### src/rtl/sram_arb_pkg.sv
// Shared types, widths and the round-robin pick used by the SRAM arbiter.
package sram_arb_pkg;

    localparam int SRAM_ADDR_W = 18;
    localparam int SRAM_DATA_W = 16;
    localparam int MAX_REQ     = 8;

    typedef enum logic [1:0] {
        ARB_IDLE   = 2'd0,
        ARB_OWN    = 2'd1,
        ARB_SWITCH = 2'd2
    } arb_state_type;

    // First requester at or after ptr, scanning circularly over num_req ports.
    function automatic logic [2:0] rr_pick(
        input logic [MAX_REQ-1:0] req_vec,
        input logic [2:0]         ptr,
        input int                 num_req
    );
        logic [2:0] pick;
        logic       found;
        int         idx;
        pick  = ptr;
        found = 1'b0;
        for (int k = 0; k < MAX_REQ; k++) begin
            idx = (int'(ptr) + k) % num_req;
            if (!found && (k < num_req) && req_vec[idx[2:0]]) begin
                pick  = idx[2:0];
                found = 1'b1;
            end
        end
        return pick;
    endfunction

endpackage

### src/rtl/sram_read_tag_pipe.sv
// Delay line of {read issued, owner id}; routes returning SRAM read data
// to the requester that issued the read, independent of later grant changes.
module sram_read_tag_pipe
    import sram_arb_pkg::*;
#(
    parameter int NUM_REQ      = 4,
    parameter int READ_LATENCY = 2,
    parameter int ID_W         = 2
) (
    input  logic               clk_i,
    input  logic               srst_i,
    input  logic               issue_i,
    input  logic [ID_W-1:0]    id_i,
    output logic [NUM_REQ-1:0] read_valid_o
);

    localparam int LAST = READ_LATENCY - 1;

    logic [READ_LATENCY-1:0]           valid_q;
    logic [READ_LATENCY-1:0][ID_W-1:0] id_q;

    always_ff @(posedge clk_i) begin
        if (srst_i) begin
            valid_q <= '0;
            id_q    <= '0;
        end else begin
            valid_q[0] <= issue_i;
            id_q[0]    <= id_i;
            for (int s = 1; s < READ_LATENCY; s++) begin
                valid_q[s] <= valid_q[s-1];
                id_q[s]    <= id_q[s-1];
            end
        end
    end

    generate
        for (genvar gi = 0; gi < NUM_REQ; gi++) begin : g_decode
            assign read_valid_o[gi] = valid_q[LAST] && (id_q[LAST] == ID_W'(gi));
        end
    endgenerate

endmodule

### src/rtl/sram_arbiter.sv
// Round-robin owner-based arbiter in front of the single SRAM controller,
// with optional burst preemption and read-data routing by tag.
module sram_arbiter
    import sram_arb_pkg::*;
#(
    parameter int NUM_REQ      = 4,
    parameter int READ_LATENCY = 2,
    parameter int MAX_BURST    = 0
) (
    input  logic                                  CLOCK_50_I,
    input  logic                                  Reset,
    input  logic [NUM_REQ-1:0]                    req,
    input  logic [NUM_REQ-1:0]                    req_we_n,
    input  logic [NUM_REQ-1:0][SRAM_ADDR_W-1:0]   req_address,
    input  logic [NUM_REQ-1:0][SRAM_DATA_W-1:0]   req_write_data,
    output logic [NUM_REQ-1:0]                    grant,
    output logic [NUM_REQ-1:0]                    read_valid,
    output logic [SRAM_DATA_W-1:0]                read_data,
    output logic [SRAM_ADDR_W-1:0]                SRAM_address,
    output logic [SRAM_DATA_W-1:0]                SRAM_write_data,
    output logic                                  SRAM_we_n,
    input  logic [SRAM_DATA_W-1:0]                SRAM_read_data
);

    localparam int PTR_W = $clog2(NUM_REQ);
    localparam int CNT_W = (MAX_BURST == 0) ? 1 : $clog2(MAX_BURST + 1);
    localparam logic [CNT_W-1:0] CNT_MAX = CNT_W'(MAX_BURST);
    localparam logic [PTR_W-1:0] LAST_ID = PTR_W'(NUM_REQ - 1);

    arb_state_type          state_q, state_d;
    logic [PTR_W-1:0]       owner_q, owner_d;
    logic [PTR_W-1:0]       rr_ptr_q, rr_ptr_d;
    logic [CNT_W-1:0]       burst_cnt_q, burst_cnt_d;
    logic [SRAM_ADDR_W-1:0] last_addr_q, last_addr_d;

    logic [MAX_REQ-1:0]     req_ext;
    logic [PTR_W-1:0]       pick;
    logic [NUM_REQ-1:0]     owner_onehot;
    logic                   owner_req;
    logic                   others_req;
    logic                   any_req;
    logic                   preempt;
    logic                   access;

    always_comb begin
        req_ext              = '0;
        req_ext[NUM_REQ-1:0] = req;
    end

    assign pick = PTR_W'(rr_pick(req_ext, 3'(rr_ptr_q), NUM_REQ));

    generate
        for (genvar gi = 0; gi < NUM_REQ; gi++) begin : g_onehot
            assign owner_onehot[gi] = (owner_q == PTR_W'(gi));
        end
    endgenerate

    assign owner_req  = req[owner_q];
    assign others_req = |(req & ~owner_onehot);
    assign any_req    = |req;

    // A saturated burst yields only when someone else is waiting; that cycle is not an access.
    assign preempt = (MAX_BURST != 0) && (burst_cnt_q == CNT_MAX) && others_req;
    assign access  = (state_q == ARB_OWN) && owner_req && !preempt;

    always_ff @(posedge CLOCK_50_I) begin
        if (Reset) begin
            state_q     <= ARB_IDLE;
            owner_q     <= '0;
            rr_ptr_q    <= '0;
            burst_cnt_q <= '0;
            last_addr_q <= '0;
        end else begin
            state_q     <= state_d;
            owner_q     <= owner_d;
            rr_ptr_q    <= rr_ptr_d;
            burst_cnt_q <= burst_cnt_d;
            last_addr_q <= last_addr_d;
        end
    end

    always_comb begin
        state_d     = state_q;
        owner_d     = owner_q;
        rr_ptr_d    = rr_ptr_q;
        burst_cnt_d = burst_cnt_q;
        last_addr_d = last_addr_q;
        if (access) begin
            last_addr_d = req_address[owner_q];
        end
        case (state_q)
            ARB_IDLE, ARB_SWITCH: begin
                if (any_req) begin
                    state_d     = ARB_OWN;
                    owner_d     = pick;
                    burst_cnt_d = '0;
                end else begin
                    state_d = ARB_IDLE;
                end
            end
            ARB_OWN: begin
                if (access) begin
                    if (burst_cnt_q != CNT_MAX) begin
                        burst_cnt_d = burst_cnt_q + 1'b1;
                    end
                end else begin
                    state_d  = ARB_SWITCH;
                    rr_ptr_d = (owner_q == LAST_ID) ? '0 : owner_q + 1'b1;
                end
            end
            default: state_d = ARB_IDLE;
        endcase
    end

    always_comb begin
        grant           = '0;
        SRAM_address    = last_addr_q;
        SRAM_write_data = '0;
        SRAM_we_n       = 1'b1;
        if (state_q == ARB_OWN) begin
            grant = owner_onehot;
        end
        if (access) begin
            SRAM_address    = req_address[owner_q];
            SRAM_write_data = req_write_data[owner_q];
            SRAM_we_n       = req_we_n[owner_q];
        end
    end

    assign read_data = SRAM_read_data;

    sram_read_tag_pipe #(
        .NUM_REQ      (NUM_REQ),
        .READ_LATENCY (READ_LATENCY),
        .ID_W         (PTR_W)
    ) u_tag_pipe (
        .clk_i        (CLOCK_50_I),
        .srst_i       (Reset),
        .issue_i      (access && req_we_n[owner_q]),
        .id_i         (owner_q),
        .read_valid_o (read_valid)
    );

endmodule
### config.mk
export PLATFORM = sky130hd
export DESIGN_NAME = sram_arbiter
export DESIGN_NICKNAME = d
export VERILOG_FILES = /design/src/rtl/sram_arb_pkg.sv /design/src/rtl/sram_read_tag_pipe.sv /design/src/rtl/sram_arbiter.sv
export SDC_FILE = /design/constraint.sdc
export NUM_CORES = 1
export LEC_CHECK = 0
export BUFFER_PORTS_ARGS = -buffer_cell sky130_fd_sc_hd__buf_2
export CORE_AREA = 10 10 108 81
export DETAILED_ROUTE_END_ITERATION = 10
export DIE_AREA = 0 0 118 91
export PLACE_DENSITY_LB_ADDON = 0.1
export SLEW_MARGIN = 10
export SYNTH_ARGS = -nofsm -noshare
export SYNTH_HDL_FRONTEND = slang
export SYNTH_SLANG_ARGS = --single-unit
### constraint.sdc
create_clock -name CLOCK_50_I -period 2.5 [get_ports CLOCK_50_I]
set_clock_uncertainty 0.05 [all_clocks]
set_input_delay 0.125 -clock CLOCK_50_I [delete_from_list [all_inputs] [get_ports CLOCK_50_I]]
set_output_delay 0.125 -clock CLOCK_50_I [all_outputs]
set_load 0.03 [all_outputs]
==> impl_metrics.py, run 1 <==
metrics = {
    "timing": {
        "drv_slew": 0,
        "setup_viol": 0,
        "fmax_mhz": 432,
        "slew_headroom_pct": 57.5,
        "tightest_slew_ns": 0.630,
        "hold_viol": 0,
        "whs_ns": 0.200,
        "period_needed_ns": 2.32,
        "final.period_utilization_pct": 92.7,
        "rsz0062_at_grt": "false",
        "setup-tns-final_ns": 0,
    },
    "floorplanning": {
        "boundaryPins": 221,
        "std_cell_rows": 25,
        "dieArea_um2": 10700,
        "start_util_pct": 37.6,
        "fp.dieW_um": 118,
        "die_y_um": 91,
        "coreArea_um2": 6630,
    },
    "drt": {
        "wl_per_cell_um": 19.2,
        "drt-pass1-iter-count": 4,
        "wl_um": 8980,
        "drt_iter0_markers": 75,
        "viasPerCell": 4.88,
        "num_vias": 2284,
        "drt.antenna.violating_nets": 0,
        "drc": 0,
    },
    "worst_setup_path": {
        "worst_ep_required_time_ns": 2.33,
        "slowest_delay_ns": 0.56,
        "cp-start-kind": "register",
        "cp_max_fo": 20,
        "arrival_ns": 2.14,
        "crit_type": "register to output port",
        "worstPathCellList": "mux4_2 -> nand2_4 -> mux2_4 -> buf_2",
        "cp-end-kind": "output port",
        "crit_slowest_cell": "mux4_2",
    },
    "layout": {
        "layout-drive-gt1-share_pct": 69.6,
        "final_area_um2": 3450,
        "area_growth_pct": 38.2,
        "finalNetCount": 537,
        "fin_util_pct": 52.0,
    },
    "clock_network": {
        "post_cts_resized": 0,
        "cts_root_buf": "clkbuf_8",
        "cts_sinks": 30,
        "clk_latency_ns": 0.29,
        "cts_setup_buffers": 0,
        "cts.reportedPaths.clkPinSlew_ns": 0.07,
        "cts_buffers": 5,
        "clock_path_buffers": 2,
        "cts_max_level": 2,
        "tritoncts": "done",
        "holdBufCountCts": 0,
    },
    "placed_design": {
        "dp_hpwl_um": 7440,
        "numPortBuffers": 188,
        "gp_congestion": 0.792,
        "dpl_cell_area_um2": 3350,
    },
    "global_route": {
        "grt_overflow": 0,
        "track_usage_pct": 16.2,
        "antenna_found_initial": 2,
        "grt_pass1_vias": 2533,
        "grt_first_pass_wirelength_um": 14100,
        "grt_max_degree": 38,
    },
    "power": {
        "irDropWorstVdd_uv": 190,
        "switching_share_pct": 34.5,
        "power.density_nw_per_um2": 485,
        "leakagePower_uw": 0.00180,
        "power_switching_uw": 578,
        "p_seq_share_pct": 32.0,
        "clock_power_share_pct": 25.2,
        "p_total_uw": 1670,
        "combPwrFrac_pct": 42.8,
        "p_int_uw": 1090,
    },
    "outcome": {
        "status": "finished, final reports clean",
    },
    "synth": {
        "yosysTopAreaCell": "mux4_2",
        "synth_cell_type_count": 31,
        "synth_area_leaders": "mux4_2 32%, dfxtp_1 24%, mux2_4 11%",
        "ys_ff_latch": 30,
        "avgSynthCellArea_um2": 12.1,
        "synth_warnings": 0,
        "syn_nets": 372,
        "netlist_area_um2": 2500,
        "yosysSeqAreaShare_pct": 24.1,
        "syn_inst": 206,
        "synth_top_area_share_pct": 32.5,
    },
    "flow_run": {
        "max-cap-violations": 0,
    },
    "hold_path": {
        "hold_path.class": "primary input to output port",
    },
}
layout make-up:
class | count | area [µm²]
antenna | 2 | 5.00
clock buffer | 6 | 82.6
clock inverter | 2 | 12.5
fill | 652 | 3180
inverter | 3 | 11.3
multi-input combinational | 140 | 1640
sequential | 30 | 603
tap | 94 | 118
timing repair buffer | 191 | 976
stage by stage:
step | std cells | worst slack (ns)
floorplan | 206 | 0.605
global placement | 458 | 0.519
detailed placement | 458 | 0.488
CTS | 466 | 0.163
global route | 467 | 0.0862
finish | 468 | 0.183
routing by layer:
layer | vias to the layer above | wire [µm] | track usage (%)
met1 | 1093 | 3340 | 16.7
met4 | 0 | 172 | 4.41
li1 | 1086 | - | -
met2 | 81 | 4760 | 30.2
met3 | 24 | 698 | 6.49
met5 | - | 0 | 0
cells in the mapped netlist (all sizes together):
master and instances:
and3 17, o41ai 1, nor2b 8, nor3b 2, inv 3, o31ai 1
dfxtp 30, or2 2, nor2 6, o21a 1, nand2 8, clkbuf 9
mux4 36, and2 4, o21ai 3, o221ai 1, nor3 3, mux2 18
a21oi 6, and2b 18, buf 24, ha 4, nand2b 1
power by group through the flow:
| stage | clock [µW] | combinational, µW | sequential [µW] |
|---|---|---|---|
| floorplan | 0 | 568 | 534 |
| global placement | 0 | 718 | 548 |
| detailed placement | 0 | 725 | 546 |
| CTS | 434 | 727 | 535 |
| global route | 464 | 776 | 541 |
| finish | 421 | 716 | 535 |
cell usage in the layout (no fill, tap or decap), types with 3 or more instances in the layout:
| master | Yosys | layout |
|---|---|---|
| and2b_1 | 17 | 17 |
| nand2_1 | 7 | 7 |
| and2_1 | 4 | 4 |
| nor3_1 | 3 | 3 |
| nor2_1 | 6 | 6 |
| buf_2 | 2 | 188 |
| mux2_4 | 18 | 18 |
| o21ai_0 | 3 | 3 |
| ha_1 | 4 | 4 |
| inv_1 | 3 | 3 |
| and3_1 | 17 | 17 |
| a21oi_1 | 6 | 6 |
| clkbuf_8 | 0 | 6 |
| dfxtp_1 | 30 | 28 |
| nor2b_1 | 7 | 7 |
| mux4_2 | 36 | 36 |
sequential cells by signal, summed over array words and instances (netlist names):
name                cells
last_addr_q            18
u_tag_pipe.id_q         4
owner_q                 2
rr_ptr_q                2
state_q                 2
u_tag_pipe.valid_q      2
critical path, delay by kind of cell (launching register included):
| family | cells | cell delay (ns) |
|---|---|---|
| multiplexers | 2 | 0.91 |
| flip-flops | 1 | 0.40 |
| buffers and inverters | 1 | 0.18 |
| AND/OR/NAND/NOR | 1 | 0.35 |
cell families after synthesis:
group / Yosys count / share of synthesized area (%)
simple gates: 69 / 17.4
mux: 54 / 43.3
buf+inv: 36 / 10.1
flops: 30 / 24.1
compound gates: 13 / 3.11
fa+ha+maj: 4 / 2.01
worst paths after layout:
path / start / to / slack [ns] / cells after the start
hold / removal: SRAM_read_data[14] / read_data[14] / 0.20 / 0
setup / recovery: owner_q[0] / SRAM_address[11] / 0.18 / 4
hold reg to reg: u_tag_pipe.id_q[0] / u_tag_pipe.id_q[2] / 0.39 / 1
setup reg to reg: owner_q[0] / last_addr_q[11] / 0.50 / 4
(Power assumes the default switching activity.)
==> run 2, diff against run 1 <==
- CTS_BUF_LIST: not set -> sky130_fd_sc_hd__clkbuf_16
- SYNTH_HIERARCHICAL: not set -> 1
==> run 2 against run 1 <==
Effect of this change: critical endpoint is now SRAM_we_n; combinational power up 4.7%; setup slack better by 0.099 ns; die area unchanged; wire length up 5.7%; clock power up 35%; synthesized cell count up 21%; global-route usage up 0.72 points; first-iteration DRC count up 120%; design area up 3.7%; non-clock buffer count up 4; register-to-register slack better by 0.12 ns; power up 10%.
==> impl_metrics.py, run 2 <==
metrics = {
    "floorplanning": {
        "std_cell_rows": 25,
        "boundaryPins": 221,
        "coreArea_um2": 6630,
        "dieArea_um2": 10700,
        "start_util_pct": 38.5,
        "die_y_um": 91,
        "fp.dieW_um": 118,
    },
    "clock_network": {
        "clock_path_buffers": 2,
        "holdBufCountCts": 0,
        "tritoncts": "done",
        "cts_setup_buffers": 0,
        "cts.reportedPaths.clkPinSlew_ns": 0.05,
        "cts_buffers": 5,
        "cts_max_level": 2,
        "cts_sinks": 30,
        "clk_latency_ns": 0.27,
        "cts_root_buf": "clkbuf_16",
        "post_cts_resized": 0,
    },
    "global_route": {
        "grt_overflow": 0,
        "grt_first_pass_wirelength_um": 15100,
        "grt_max_degree": 60,
        "track_usage_pct": 17.0,
        "antenna_found_initial": 0,
        "grt_pass1_vias": 2881,
    },
    "hold_path": {
        "min_path_cells": 3,
        "hold_path.class": "primary input to register",
        "holdPathEnd": "owner_q[1]",
        "hp-start": "req[1]",
    },
    "worst_setup_path": {
        "cp_max_fo": 59,
        "rr_worst_depth": 4,
        "arrival_ns": 2.04,
        "crit_type": "register to output port",
        "rr_endpoint": "rr_ptr_q[0]",
        "cp-end-kind": "output port",
        "cp-start-kind": "register",
        "worst_ep_required_time_ns": 2.33,
        "rrSetupSlack_ns": 0.62,
        "r2r_start": "owner_q[0]",
    },
    "layout": {
        "final_area_um2": 3580,
        "layout-drive-gt1-share_pct": 63.3,
        "final_common_cell": "buf_2",
        "mostFrequentLayoutCells": "188 x buf_2, 36 x mux4_2, 28 x dfxtp_1, 22 x a21oi_1, 20 x nand2_1",
        "largest_registers": "last_addr_q: 18 flops, u_tag_pipe/id_q: 4 flops",
        "area_growth_pct": 40.3,
        "largest_register": "last_addr_q",
        "seq_area_um2": 603,
        "finalNetCount": 579,
        "fin_util_pct": 54.0,
        "largest_reg_flops": 18,
        "diodes": 0,
        "multi_input_area_um2": 1710,
        "num-fill-cells": 652,
    },
    "synth": {
        "avgSynthCellArea_um2": 10.2,
        "syn_inst": 250,
        "synth_area_leaders": "mux4_2 32%, dfxtp_1 24%, a21bo_2 7.1%",
        "synthTopCellsByCount": "36 x mux4_2, 30 x dfxtp_1, 22 x a21oi_1",
        "yosysTopAreaCell": "mux4_2",
        "synth_cell_type_count": 31,
        "synth_warnings": 6,
        "yosysSeqAreaShare_pct": 23.5,
        "synth_edf_count": 0,
        "async_reset_ff_share_pct": 0,
        "ys.flop_type": "dfxtp_1",
        "synth.most_common_cell": "mux4_2",
        "ys_ff_latch": 30,
        "syn_nets": 416,
        "netlist_area_um2": 2550,
        "synth_top_area_share_pct": 31.8,
    },
    "drt": {
        "num_vias": 2585,
        "drt-pass1-iter-count": 4,
        "drt.antenna.violating_nets": 0,
        "drc": 0,
        "viasPerCell": 5.09,
        "wl_per_cell_um": 18.7,
        "drt_iter0_markers": 164,
        "wl_um": 9480,
    },
    "timing": {
        "setup-tns-final_ns": 0,
        "hold_viol": 0,
        "period_needed_ns": 2.22,
        "final.period_utilization_pct": 88.7,
        "slew_headroom_pct": 58.5,
        "rsz0062_at_grt": "false",
        "setup_viol": 0,
        "drv_slew": 0,
        "fmax_mhz": 451,
        "tightest_slew_ns": 0.623,
    },
    "outcome": {
        "status": "finished, final reports clean",
    },
    "flow_run": {
        "max-cap-violations": 0,
    },
    "power": {
        "power.density_nw_per_um2": 516,
        "leakagePower_uw": 0.00183,
        "irDropWorstVdd_uv": 264,
    },
    "placed_design": {
        "dpl_cell_area_um2": 3440,
        "gp_congestion": 0.807,
        "numPortBuffers": 188,
        "dp_hpwl_um": 7860,
    },
}
-- run 2: cell types whose count changed after synthesis, moves of 13 or more --
cell,change
and2b_1,-17
nand2_1,+13
a21bo_2,+18
mux2_4,-18
a21oi_1,+16
nand3_1,+18
-- run 2: final cells by class --
class | instances | area share (%)
Tap cell | 94 | 3.29
Inverter | 4 | 0.419
Timing Repair Buffer | 195 | 27.8
Clock inverter | 3 | 0.454
Multi-Input combinational cell | 177 | 47.7
Clock buffer | 5 | 3.50
Sequential cell | 30 | 16.8
-- run 2: through the flow --
stage | hold WS [ns] | worst slack [ns] | std cells | total power, µW
finish | 0.189 | 0.283 | 508 | 1850
global route | 0.200 | 0.139 | 508 | 1970
CTS | 0.187 | 0.281 | 508 | 1880
detailed placement | 0.200 | 0.576 | 500 | 1300
global placement | 0.200 | 0.587 | 500 | 1290
floorplan | 0.147 | 0.619 | 250 | 1100
-- run 2: logic make-up after synthesis --
| logic type | count (synthesis) | synth area share, % |
|---|---|---|
| mux | 36 | 31.8 |
| compound gates | 50 | 14.1 |
| buf+inv | 43 | 9.76 |
| flops | 30 | 23.5 |
| fa+ha+maj | 4 | 1.96 |
| simple gates | 87 | 18.9 |
-- run 2: report_power, final --
part           internal (µW)  leakage [µW]  total (µW)  switching, µW
logic                    340       0.00152         750            410
registers                514      0.000245         528           14.5
clock network            362     0.0000672         567            205
total                   1220       0.00183        1850            629
-- run 2: how the worst max path moves through the flow --
stage | from | to | cells after the start
final | owner_q[0] | SRAM_we_n | 5
after floorplan | owner_q[0] | SRAM_we_n | 4
after CTS | owner_q[0] | SRAM_we_n | 5
after global routing | owner_q[0] | SRAM_we_n | 5
after global placement | owner_q[0] | SRAM_we_n | 5
after detailed placement | owner_q[0] | SRAM_we_n | 5
-- run 2: worst max-delay path, cell delays in order, from the launching register on --
cell and delay (ns):
dfxtp_2 0.33, mux4_2 0.32, buf_4 0.45, nand2_1 0.14, or2_2 0.31, buf_2 0.19
-- run 2: layer usage --
metal	vias to the layer above	share of wire, %	GRT usage, %
met4	0	1.4	4.83
met3	15	9.4	7.42
li1	1253	-	-
met5	-	0	0
met2	101	50	28.8
met1	1216	39	19.1
==> run 3, diff against run 2 <==
- CORE_AREA: 10 10 108 81 -> 10 10 126 71
- DIE_AREA: 0 0 118 91 -> 0 0 136 81
- PLACE_DENSITY_LB_ADDON: 0.1 -> 0.15
==> run 3 against run 2 <==
Effect of this change: maximum frequency down 1.9%; wire length up 1.1%; non-clock buffer count down 2; sequential power about the same; sequential share of layout area down 0.070 points; first-iteration DRC count up 2.4%; power up 0.80%; critical path depth unchanged; die area up 2.6%; setup slack worse by 0.044 ns; critical path type unchanged.
==> impl_metrics.py, run 3 (synthesis gave the netlist of run 2 again) <==
metrics = {
    "drt": {
        "drt_iter0_markers": 168,
        "wl_per_cell_um": 18.8,
        "num_vias": 2613,
        "viasPerCell": 5.13,
        "wl_um": 9590,
        "drc": 0,
        "drt-pass1-iter-count": 4,
        "drt.antenna.violating_nets": 0,
    },
    "power": {
        "switching_share_pct": 34.2,
        "power.density_nw_per_um2": 517,
        "leakagePower_uw": 0.00183,
        "irDropWorstVdd_uv": 273,
        "p_int_uw": 1220,
        "p_seq_share_pct": 28.5,
        "combPwrFrac_pct": 40.6,
        "clock_power_share_pct": 30.9,
        "power_switching_uw": 637,
    },
    "timing": {
        "period_needed_ns": 2.26,
        "setup-tns-final_ns": 0,
        "rsz0062_at_grt": "false",
        "slew_headroom_pct": 60.7,
        "hold_viol": 0,
        "fmax_mhz": 442,
        "final.period_utilization_pct": 90.4,
        "drv_slew": 0,
        "tightest_slew_ns": 0.590,
        "fin_ws_ns": 0.239,
        "setup_viol": 0,
    },
    "clock_network": {
        "cts_buffers": 5,
        "cts.reportedPaths.clkPinSlew_ns": 0.05,
        "clk_latency_ns": 0.27,
        "cts_sinks": 30,
        "cts_setup_buffers": 0,
        "tritoncts": "done",
        "holdBufCountCts": 0,
        "clock_path_buffers": 2,
        "cts_max_level": 2,
        "cts_root_buf": "clkbuf_16",
        "post_cts_resized": 0,
    },
    "layout": {
        "finalNetCount": 577,
        "final_area_um2": 3590,
        "largest_reg_flops": 18,
        "layout-drive-gt1-share_pct": 63.1,
        "largest_register": "last_addr_q",
        "final_common_cell": "buf_2",
        "largest_registers": "last_addr_q: 18 flops, u_tag_pipe/id_q: 4 flops",
        "area_growth_pct": 40.9,
        "mostFrequentLayoutCells": "188 x buf_2, 36 x mux4_2, 28 x dfxtp_1, 22 x a21oi_1, 20 x nand2_1",
    },
    "placed_design": {
        "numPortBuffers": 188,
        "pre_cts_ws_ns": 0.508,
        "gp_congestion": 0.805,
        "dpl_cell_area_um2": 3450,
        "dp_hpwl_um": 7990,
    },
    "global_route": {
        "antenna_found_initial": 3,
        "grt_first_pass_wirelength_um": 14700,
        "grt_max_degree": 41,
        "track_usage_pct": 16.6,
        "grt_pass1_vias": 2717,
        "grt_overflow": 0,
    },
    "floorplanning": {
        "coreArea_um2": 6910,
        "boundaryPins": 221,
        "fp.dieW_um": 136,
        "die_y_um": 81,
        "start_util_pct": 36.9,
        "dieArea_um2": 11000,
        "std_cell_rows": 22,
    },
    "flow_run": {
        "max-cap-violations": 0,
    },
    "outcome": {
        "status": "finished, final reports clean",
    },
    "worst_setup_path": {
        "arrival_ns": 2.09,
        "crit_type": "register to output port",
        "cp-start-kind": "register",
        "worst_ep_required_time_ns": 2.33,
        "cp_max_fo": 20,
        "cp-end-kind": "output port",
    },
    "hold_path": {
        "hold_path.class": "primary input to output port",
    },
}
-- run 3: area by class of cell --
cell class              count  area [µm²]
inverters                   4        15.0
clock inverters             3        16.3
well taps                  96         120
fillers                   646        3310
multi-input cells         177        1710
flip-flops and latches     30         603
diodes                      1        2.50
clock buffers               5         125
repair buffers            193        1000
-- run 3: path summary, 6_finish.rpt --
kind,start,to,slack [ns],cells past startpoint
setup / recovery,owner_q[0],SRAM_address[13],0.24,5
hold / removal,SRAM_read_data[1],read_data[1],0.20,0
setup reg to reg,owner_q[0],rr_ptr_q[0],0.52,4
hold reg to reg,u_tag_pipe/valid_q[0],u_tag_pipe/valid_q[1],0.38,1
-- run 3: stage by stage --
step                hold WS (ns)  instances  power [µW]  utilization (%)
floorplan                  0.147        250        1100                -
global placement           0.200        500        1300             49.9
detailed placement         0.200        500        1300             49.9
CTS                        0.195        508        1890             52.0
global route               0.200        509        1970             52.0
finish                     0.200        509        1860             52.0
-- run 3: critical path, stage by stage (launching register included) --
cell and delay [ns]:
dfxtp_2 0.36, mux4_2 0.67, buf_4 0.27, a21bo_2 0.24, nand2_1 0.07, buf_2 0.20
-- run 3: power by group through the flow --
stage / logic (µW) / registers (µW) / clock network (µW)
after floorplan: 562 / 533 / 0
after global placement: 757 / 539 / 0
after detailed placement: 764 / 539 / 0
after CTS: 767 / 529 / 593
after global routing: 825 / 533 / 615
final: 756 / 529 / 575
-- run 3: routing by layer --
metal	global-route usage [%]	vias to the layer above	routed length, µm
met5	0	-	13
met4	3.59	2	51
met3	8.62	12	1180
met2	24.6	109	4130
met1	21.1	1240	4220
li1	-	1250	-
